<file path="config.mk">
export PLATFORM = sky130hd
export DESIGN_NAME = fifo_read_arbiter
export DESIGN_NICKNAME = d
export VERILOG_FILES = /design/src/rtl/fifo_read_arbiter.sv
export SDC_FILE = /design/constraint.sdc
export NUM_CORES = 1
export LEC_CHECK = 0
export CORE_MARGIN = 3
export CORE_UTILIZATION = 48
export DETAILED_ROUTE_END_ITERATION = 8
export PLACE_DENSITY = 0.95
export SYNTH_ARGS = -nofsm -noshare
export SYNTH_HDL_FRONTEND = slang
export SYNTH_SLANG_ARGS = --single-unit
</file>
<file path="constraint.sdc">
create_clock -name r_clk -period 4.55 [get_ports r_clk]
set_input_delay 0.91 -clock r_clk [delete_from_list [all_inputs] [get_ports r_clk]]
set_output_delay 0.91 -clock r_clk [all_outputs]
set_load 0.02 [all_outputs]
</file>
<file path="src/rtl/fifo_read_arbiter.sv">
`timescale 1ns/1ps
`default_nettype none
// ============================================================================
// Module   : fifo_read_arbiter
// Purpose  : Round-robin burst arbiter sharing one async-FIFO read port among
//            NUM_REQ read-domain consumers. Optional stall watchdog is built
//            when FIFO_RD_ARB_WDOG_EN is defined.
// Revision : 1.0 - initial release
// ============================================================================
module fifo_read_arbiter #(
  parameter int NUM_REQ    = 4,
  parameter int DATA_WIDTH = 32,
  parameter int BURST_BIT  = 4
`ifdef FIFO_RD_ARB_WDOG_EN
  , parameter int STALL_MAX = 16
`endif
) (
  input  logic                  r_clk,
  input  logic                  r_rst_n,
  input  logic [NUM_REQ-1:0]    req,
  input  logic [BURST_BIT-1:0]  burst_len,
  input  logic                  fifo_flag_empty,
  input  logic [DATA_WIDTH-1:0] fifo_rdata,
  output logic                  fifo_r_en,
  output logic [NUM_REQ-1:0]    gnt,
  output logic [NUM_REQ-1:0]    rd_valid,
  output logic [DATA_WIDTH-1:0] rd_data,
  output logic                  burst_done
`ifdef FIFO_RD_ARB_WDOG_EN
  , output logic                wdog_abort
`endif
);

  localparam int PTR_W = (NUM_REQ > 1) ? $clog2(NUM_REQ) : 1;

  localparam logic [1:0] S_IDLE    = 2'd0;
  localparam logic [1:0] S_BURST   = 2'd1;
  localparam logic [1:0] S_RELEASE = 2'd2;

  localparam logic [BURST_BIT:0] c_full_burst = {1'b1, {BURST_BIT{1'b0}}};
  localparam logic [BURST_BIT:0] c_one_beat   = (BURST_BIT+1)'(1);
  localparam logic [PTR_W-1:0]   c_last_idx   = PTR_W'(NUM_REQ - 1);

  logic [1:0]            r_state;
  logic [PTR_W-1:0]      r_rr_ptr;
  logic [PTR_W-1:0]      r_owner;
  logic [BURST_BIT:0]    r_beats;
  logic [NUM_REQ-1:0]    r_gnt;
  logic [NUM_REQ-1:0]    r_rd_valid;
  logic [DATA_WIDTH-1:0] r_rd_data;
  logic                  r_burst_done;

  logic [PTR_W-1:0]      w_cand [NUM_REQ];
  logic                  w_pick_found;
  logic [PTR_W-1:0]      w_pick_idx;
  logic                  w_owner_req;
  logic                  w_rd_en;
  logic                  w_last_beat;
  logic                  w_abandon;
  logic                  w_wdog_trip;
  logic                  w_end_burst;

  // Candidate k is rr_ptr+k folded back into 0..NUM_REQ-1 (not a power-of-2 wrap)
  for (genvar k = 0; k < NUM_REQ; k++) begin : g_cand
    logic [PTR_W:0] w_sum;
    assign w_sum     = {1'b0, r_rr_ptr} + (PTR_W+1)'(k);
    assign w_cand[k] = (w_sum >= (PTR_W+1)'(NUM_REQ)) ?
                       PTR_W'(w_sum - (PTR_W+1)'(NUM_REQ)) : w_sum[PTR_W-1:0];
  end

  always_comb begin
    w_pick_found = 1'b0;
    w_pick_idx   = '0;
    for (int k = NUM_REQ - 1; k >= 0; k--) begin
      if (req[w_cand[k]]) begin
        w_pick_found = 1'b1;
        w_pick_idx   = w_cand[k];
      end
    end
  end

  assign w_owner_req = req[r_owner];
  assign w_rd_en     = (r_state == S_BURST) & w_owner_req & ~fifo_flag_empty &
                       (r_beats != '0);
  assign w_last_beat = w_rd_en & (r_beats == c_one_beat);
  assign w_abandon   = (r_state == S_BURST) & ~w_owner_req;
  assign w_end_burst = w_abandon | w_last_beat | w_wdog_trip;

`ifdef FIFO_RD_ARB_WDOG_EN
  localparam int WD_W = $clog2(STALL_MAX + 1);
  localparam logic [WD_W-1:0] c_stall_last = WD_W'(STALL_MAX - 1);

  logic [WD_W-1:0] r_stall_cnt;
  logic            r_wdog_abort;

  assign w_wdog_trip = (r_state == S_BURST) & w_owner_req & fifo_flag_empty &
                       (r_stall_cnt == c_stall_last);

  always_ff @(posedge r_clk or negedge r_rst_n) begin
    if (!r_rst_n) begin
      r_stall_cnt  <= '0;
      r_wdog_abort <= 1'b0;
    end else begin
      r_wdog_abort <= w_wdog_trip;
      if ((r_state != S_BURST) || w_rd_en)
        r_stall_cnt <= '0;
      else if (fifo_flag_empty)
        r_stall_cnt <= r_stall_cnt + WD_W'(1);
    end
  end

  assign wdog_abort = r_wdog_abort;
`else
  assign w_wdog_trip = 1'b0;
`endif

  always_ff @(posedge r_clk or negedge r_rst_n) begin
    if (!r_rst_n) begin
      r_state      <= S_IDLE;
      r_rr_ptr     <= '0;
      r_owner      <= '0;
      r_beats      <= '0;
      r_gnt        <= '0;
      r_burst_done <= 1'b0;
    end else begin
      r_burst_done <= 1'b0;
      case (r_state)
        S_IDLE: begin
          if (w_pick_found && !fifo_flag_empty) begin
            r_state <= S_BURST;
            r_owner <= w_pick_idx;
            r_gnt   <= NUM_REQ'(1) << w_pick_idx;
            r_beats <= (burst_len == '0) ? c_full_burst : {1'b0, burst_len};
          end
        end
        S_BURST: begin
          if (w_rd_en)
            r_beats <= r_beats - c_one_beat;
          if (w_end_burst) begin
            r_state      <= S_RELEASE;
            r_burst_done <= 1'b1;
          end
        end
        S_RELEASE: begin
          r_state  <= S_IDLE;
          r_gnt    <= '0;
          r_rr_ptr <= (r_owner == c_last_idx) ? '0 : r_owner + PTR_W'(1);
        end
        default: begin
          r_state <= S_IDLE;
          r_gnt   <= '0;
        end
      endcase
    end
  end

  // Read data is captured alongside its read enable so it lines up with the strobe
  always_ff @(posedge r_clk or negedge r_rst_n) begin
    if (!r_rst_n) begin
      r_rd_valid <= '0;
      r_rd_data  <= '0;
    end else begin
      r_rd_valid <= w_rd_en ? r_gnt : '0;
      if (w_rd_en)
        r_rd_data <= fifo_rdata;
    end
  end

  assign fifo_r_en  = w_rd_en;
  assign gnt        = r_gnt;
  assign rd_valid   = r_rd_valid;
  assign rd_data    = r_rd_data;
  assign burst_done = r_burst_done;

endmodule
`default_nettype wire
</file>
==> results.yml, run 1 <==
outcome:
  status: "completed"
placement:
  io_buffer_count: 84
  post-dp-hpwl_um: 4280
  post-place-ws_ns: 0.525
  place.gp.congestion: 0.800
clock_network:
  clock_sinks: 52
  cts_tree: "built"
  insertion_delay_ns: 0.30
  cts_htree_levels: 2
  cts_resized: 0
  cts_buffers: 5
  cts_setup_buffers: 0
  clk_pin_slew_worst_paths_ns: 0.09
  cts_hold_buf: 0
  cts-root-buf: "clkbuf_8"
  clock_path_buffers: 2
timing:
  clock.fmax_mhz: 248
  slew_viol_final: 0
  grt_setup_unrepaired: "false"
  hold_viol: 0
  relSlewSlack_pct: 25.8
  finalClockSkew_ns: 0.00827
  min_period_ns: 4.04
  min_period_over_period_pct: 88.8
  worst_slew_pin_slew_ns: 1.11
  finalSetupViolCount: 0
  setup_slack_ns: 0.511
  tns_ns: 0
critical_path:
  cp-startpoint: "req[1]"
  r2r_end: "r_beats[0]"
  r2r_start: "r_state[1]"
  critPathLaunchType: "input pin"
  worst_r2r_path_depth: 6
  ff2ff_setup_slack_ns: 2.40
  cp.arrival_ns: 3.13
  crit_path_end: "fifo_r_en"
  cp_max_fo: 38
  timing_worst_setup_path_type: "in2out"
  cp.required_ns: 3.64
  endpoint_kind: "output pin"
logic_synthesis:
  syn-mean-instance-area_um2: 9.50
  synth_area_leader_cell: "dfrtp_1"
  ys.warnings.count: 0
  ys_ff_latch: 52
  yosysMostFrequentCell: "nand2_1"
  synth_cell_types: 36
  synthTopCellsByArea: "dfrtp_1 56%, nand2_1 17%, buf_6 2.9%"
  yosys-top-cells-count: "106 x nand2_1, 52 x dfrtp_1, 11 x a21oi_1"
  ys_seq_area_share_pct: 56.4
  synth_area_um2: 2310
  ys.flop_type: "dfrtp_1"
  async_flop_share_pct: 100
  synth_top_area_share_pct: 56.4
  synthesis.nets: 290
  synth-edff-count: 0
  synth_cells: 243
grt:
  grt_max_degree: 53
  met2_usage_pct: 34.9
  grt_overflow: 0
  busiest_layer: "met2"
  grt_pass1_vias: 1915
  grtUsageMet3_pct: 5.28
  grt.total_usage_pct: 20.4
  grt_pass1_wl_um: 8770
  use_met1_pct: 26.1
  antenna_found_initial: 0
die:
  io_pins: 85
  die_h_um: 75.4
  core_um2: 4500
  die_x_um: 75.4
  num_rows: 24
  initial_utilization_pct: 51.3
  die_area_um2: 5680
drt:
  wire_per_inst_um: 15.2
  drt_iter0_markers: 150
  drc: 0
  vias: 1961
  postRouteAntennaNets: 0
  avgViaCountPerCell: 5.22
  wl_um: 5700
  drt_pass1_iterations: 4
cells_and_area:
  diodes: 0
  final_nets: 371
  area_delta_synth_final_pct: 39.0
  drive_gt1_share_pct: 5.86
  multi_input_area_um2: 898
  n_fill_cell: 314
  fin_util_pct: 71.2
  seq_area_um2: 1300
pwr:
  p_per_area_nw_per_um2: 644
  leakage_nw: 1.51
  irDropWorstVdd_uv: 341
  fin_total_pwr_mw: 2.07
hold_path:
  hold_path_class: "reg2reg"
  holdPathStages: 2
flow_run:
  cap_violations: 0
-- worst max-delay path, stage by stage --
cell	delay [ns]
clkdlybuf4s50_1	0.56
mux4_2	0.36
nand3_2	0.09
inv_2	0.47
clkdlybuf4s50_1	0.73
-- per-layer routing --
layer | vias up | share of wire [%]
met4 | 0 | 0.42
met5 | - | 0
met2 | 93 | 49
met1 | 913 | 41
met3 | 2 | 9.3
li1 | 953 | -
-- layout make-up --
class	count	share of cell area (%)
Tap cell	52	2.03
Clock inverter	2	0.390
Inverter	5	0.585
Sequential cell	52	40.6
Clock buffer	5	2.15
Timing Repair Buffer	85	26.3
Multi-Input combinational cell	175	28.0
-- flip-flops by register name (all words and copies together) (netlist names) --
signal      cells
r_state         2
rd_valid        4
r_rr_ptr        2
gnt             4
r_owner         2
r_beats         5
rd_data        32
burst_done      1
-- kinds of logic (layout without fill, tap and decap cells) --
logic type                 count (synthesis)  count (layout)  synth area share [%]
DFF                                       52              52                  56.4
muxes                                      6               6                  3.31
adders and majority gates                  4               4                  2.17
AOI/OAI and AO/OA                         28              28                  7.53
buffers and inverters                     16              97                  4.71
and+or+nand+nor                          137             137                  25.9
-- metrics by stage --
| stage | cells | area (µm²) | hold slack, ns |
|---|---|---|---|
| final | 376 | 3210 | 0.481 |
| after global routing | 376 | 3210 | 0.509 |
| after CTS | 376 | 3210 | 0.483 |
| after detailed placement | 369 | 3130 | 0.461 |
| after global placement | 369 | 3130 | 0.456 |
| after floorplan | 243 | 2310 | 0.470 |
-- report_power, final --
| group | switching (mW) | internal, mW | total [mW] |
|---|---|---|---|
| combinational | 0.554 | 0.466 | 1.02 |
| clock | 0.137 | 0.104 | 0.241 |
| sequential | 0.147 | 0.659 | 0.806 |
-- worst min path at each step --
stage | start | endpoint | slack, ns
6_report | rd_data[17] | rd_data[17] | 0.48
3_5_place_dp | rd_data[7] | rd_data[7] | 0.46
4_1_cts | rd_data[7] | rd_data[7] | 0.48
5_1_grt | rd_data[8] | rd_data[8] | 0.51
3_3_place_gp | rd_data[23] | rd_data[23] | 0.46
2_1_floorplan | r_beats[4] | r_beats[4] | 0.47
-- cells in the final DEF, fill, tap and decap left out, drive strengths merged --
cell type,Yosys,layout
nor3b,2,2
nand2,106,106
dfrtp,52,52
and4,1,1
mux2i,2,2
a31o,1,1
o21ai,4,4
inv,5,5
ha,4,4
nor2,6,6
clkinv,0,1
nand3b,3,3
a211oi,3,3
buf,9,2
nor4,1,1
o31ai,4,4
nor2b,2,2
clkbuf,2,5
a31oi,2,2
clkdlybuf4s50,0,83
and2,4,4
nor3,3,3
o31a,1,1
clkinvlp,0,1
nand2b,2,2
mux2,3,3
nand3,4,4
a2bb2oi,1,1
or4,1,1
or3,2,2
a21oi,11,11
mux4,1,1
a21boi,1,1
No activity file was read; power rests on OpenSTA's default activity.
==> inputs of run 2 (changes only) <==
--- a/config.mk
+++ b/config.mk
@@ -9,6 +9,7 @@
 export CORE_UTILIZATION = 48
 export DETAILED_ROUTE_END_ITERATION = 8
 export PLACE_DENSITY = 0.95
+export REMOVE_ABC_BUFFERS = 1
 export SYNTH_ARGS = -nofsm -noshare
 export SYNTH_HDL_FRONTEND = slang
 export SYNTH_SLANG_ARGS = --single-unit
==> run 2 against run 1 <==
Effect of this change:
- clock skew shrank 0.0035 ns
- global-route usage up 0.64 points
- cell area is the same
- largest cell class unchanged
==> results.yml, run 2 (synthesis gave the netlist of run 1 again) <==
cells_and_area:
  final_nets: 371
  diodes: 0
  area_delta_synth_final_pct: 39.0
  drive_gt1_share_pct: 5.86
  largest_register_ffs: 32
  layout_commonest_cell: "nand2_1"
  layout_common_cells: "106 x nand2_1, 83 x clkdlybuf4s50_1, 52 x dfrtp_1"
  fin_util_pct: 71.2
  finalNonFillerCells: 376
flow_run:
  cap_violations: 0
critical_path:
  endpoint_kind: "output pin"
  r2r_end: "r_beats[0]"
  critPathLaunchType: "input pin"
  cp_max_fo: 38
  slowest_delay_ns: 0.72
  cp.required_ns: 3.64
  cp.arrival_ns: 3.13
  r2r_start: "r_state[1]"
  ff2ff_setup_slack_ns: 2.38
  timing_worst_setup_path_type: "in2out"
  crit_top_cell: "clkdlybuf4s50_1"
  cp.depth: 5
  critPathTopFamily: "buffers and inverters"
  worstPathCellList: "clkdlybuf4s50_1 -> mux4_2 -> nand3_2 -> inv_2 -> clkdlybuf4s50_1"
  timing.critical_path.buf_inv: 3
  cpMaxStageDelayCell: "clkdlybuf4s50_1"
  worst_r2r_path_depth: 6
placement:
  post-dp-hpwl_um: 4420
  placedCellCount: 369
  place.gp.congestion: 0.858
  io_buffer_count: 84
pwr:
  leakage_nw: 1.51
  p_per_area_nw_per_um2: 647
  irDropWorstVdd_uv: 252
grt:
  grt_max_degree: 53
  antenna_found_initial: 0
  grt_pass1_vias: 1957
  grt_pass1_wl_um: 9120
  grt_overflow: 0
  grt.total_usage_pct: 21.1
hold_path:
  hold_start: "rd_data[28]"
  min_to: "rd_data[28]"
  holdPathStages: 2
  hold_path_class: "reg2reg"
clock_network:
  cts_htree_levels: 2
  clock_sinks: 52
  clk_pin_slew_worst_paths_ns: 0.08
  cts_setup_buffers: 0
  cts_tree: "built"
  cts_buffers: 5
  clock_path_buffers: 2
  cts_resized: 0
  insertion_delay_ns: 0.29
  cts_hold_buf: 0
  cts-root-buf: "clkbuf_8"
drt:
  drc: 0
  wl_um: 5780
  drt_pass1_iterations: 4
  wire_per_inst_um: 15.4
  vias: 1984
  postRouteAntennaNets: 0
  drt_iter0_markers: 148
  avgViaCountPerCell: 5.28
die:
  initial_utilization_pct: 51.3
  core_um2: 4500
  io_pins: 85
  die_x_um: 75.4
  die_area_um2: 5680
  num_rows: 24
  die_h_um: 75.4
timing:
  clock.fmax_mhz: 248
  min_period_ns: 4.04
  tns_ns: 0
  min_period_over_period_pct: 88.7
  grt_setup_unrepaired: "false"
  worst_slew_pin_slew_ns: 1.09
  slew_viol_final: 0
  finalSetupViolCount: 0
  relSlewSlack_pct: 27.3
  finalClockSkew_ns: 0.00476
  hold_viol: 0
outcome:
  status: "completed"
run 2: cell counts in the layout (fill, tap and decap cells not counted):
No cell type changed its count.
run 2: metal layers:
layer  part of all wire, %  vias up  GRT usage (%)
li1                      -      947              -
met1                    39      931           25.8
met2                    51       99           37.3
met3                   8.8        7           5.41
met4                   1.0        0           5.24
met5                     0        -              0
run 2: area by class of cell:
cell class,count,area [µm²]
clock buffers,5,68.8
clock inverters,2,12.5
fillers,335,1300
inverters,5,18.8
multi-input cells,175,898
flip-flops and latches,52,1300
well taps,52,65.1
repair buffers,85,843
run 2: worst max-delay path by stage:
stage	start	slack (ns)	end
finish	req[1]	0.51	fifo_r_en
global route	req[1]	0.37	fifo_r_en
CTS	req[1]	0.52	fifo_r_en
detailed placement	req[1]	0.52	fifo_r_en
global placement	req[1]	0.58	fifo_r_en
floorplan	req[3]	1.54	fifo_r_en
run 2: worst min-delay path, stage by stage, from the launching register on:
cell and delay [ns]:
dfrtp_1 0.35, nand2_1 0.05, nand2_1 0.05
run 2: power by group:
group / switching (mW) / internal, mW / leakage [nW]
registers: 0.149 / 0.659 / 0.664
logic: 0.560 / 0.467 / 0.807
clock network: 0.137 / 0.104 / 0.0400
total: 0.846 / 1.23 / 1.51
run 2: stage by stage:
step	setup slack [ns]	hold slack, ns	total power, mW	cell area (µm²)
floorplan	1.54	0.470	1.35	2220
global placement	0.580	0.456	1.79	3130
detailed placement	0.521	0.462	1.85	3130
CTS	0.519	0.483	2.10	3210
global route	0.366	0.505	2.23	3210
finish	0.513	0.478	2.08	3210
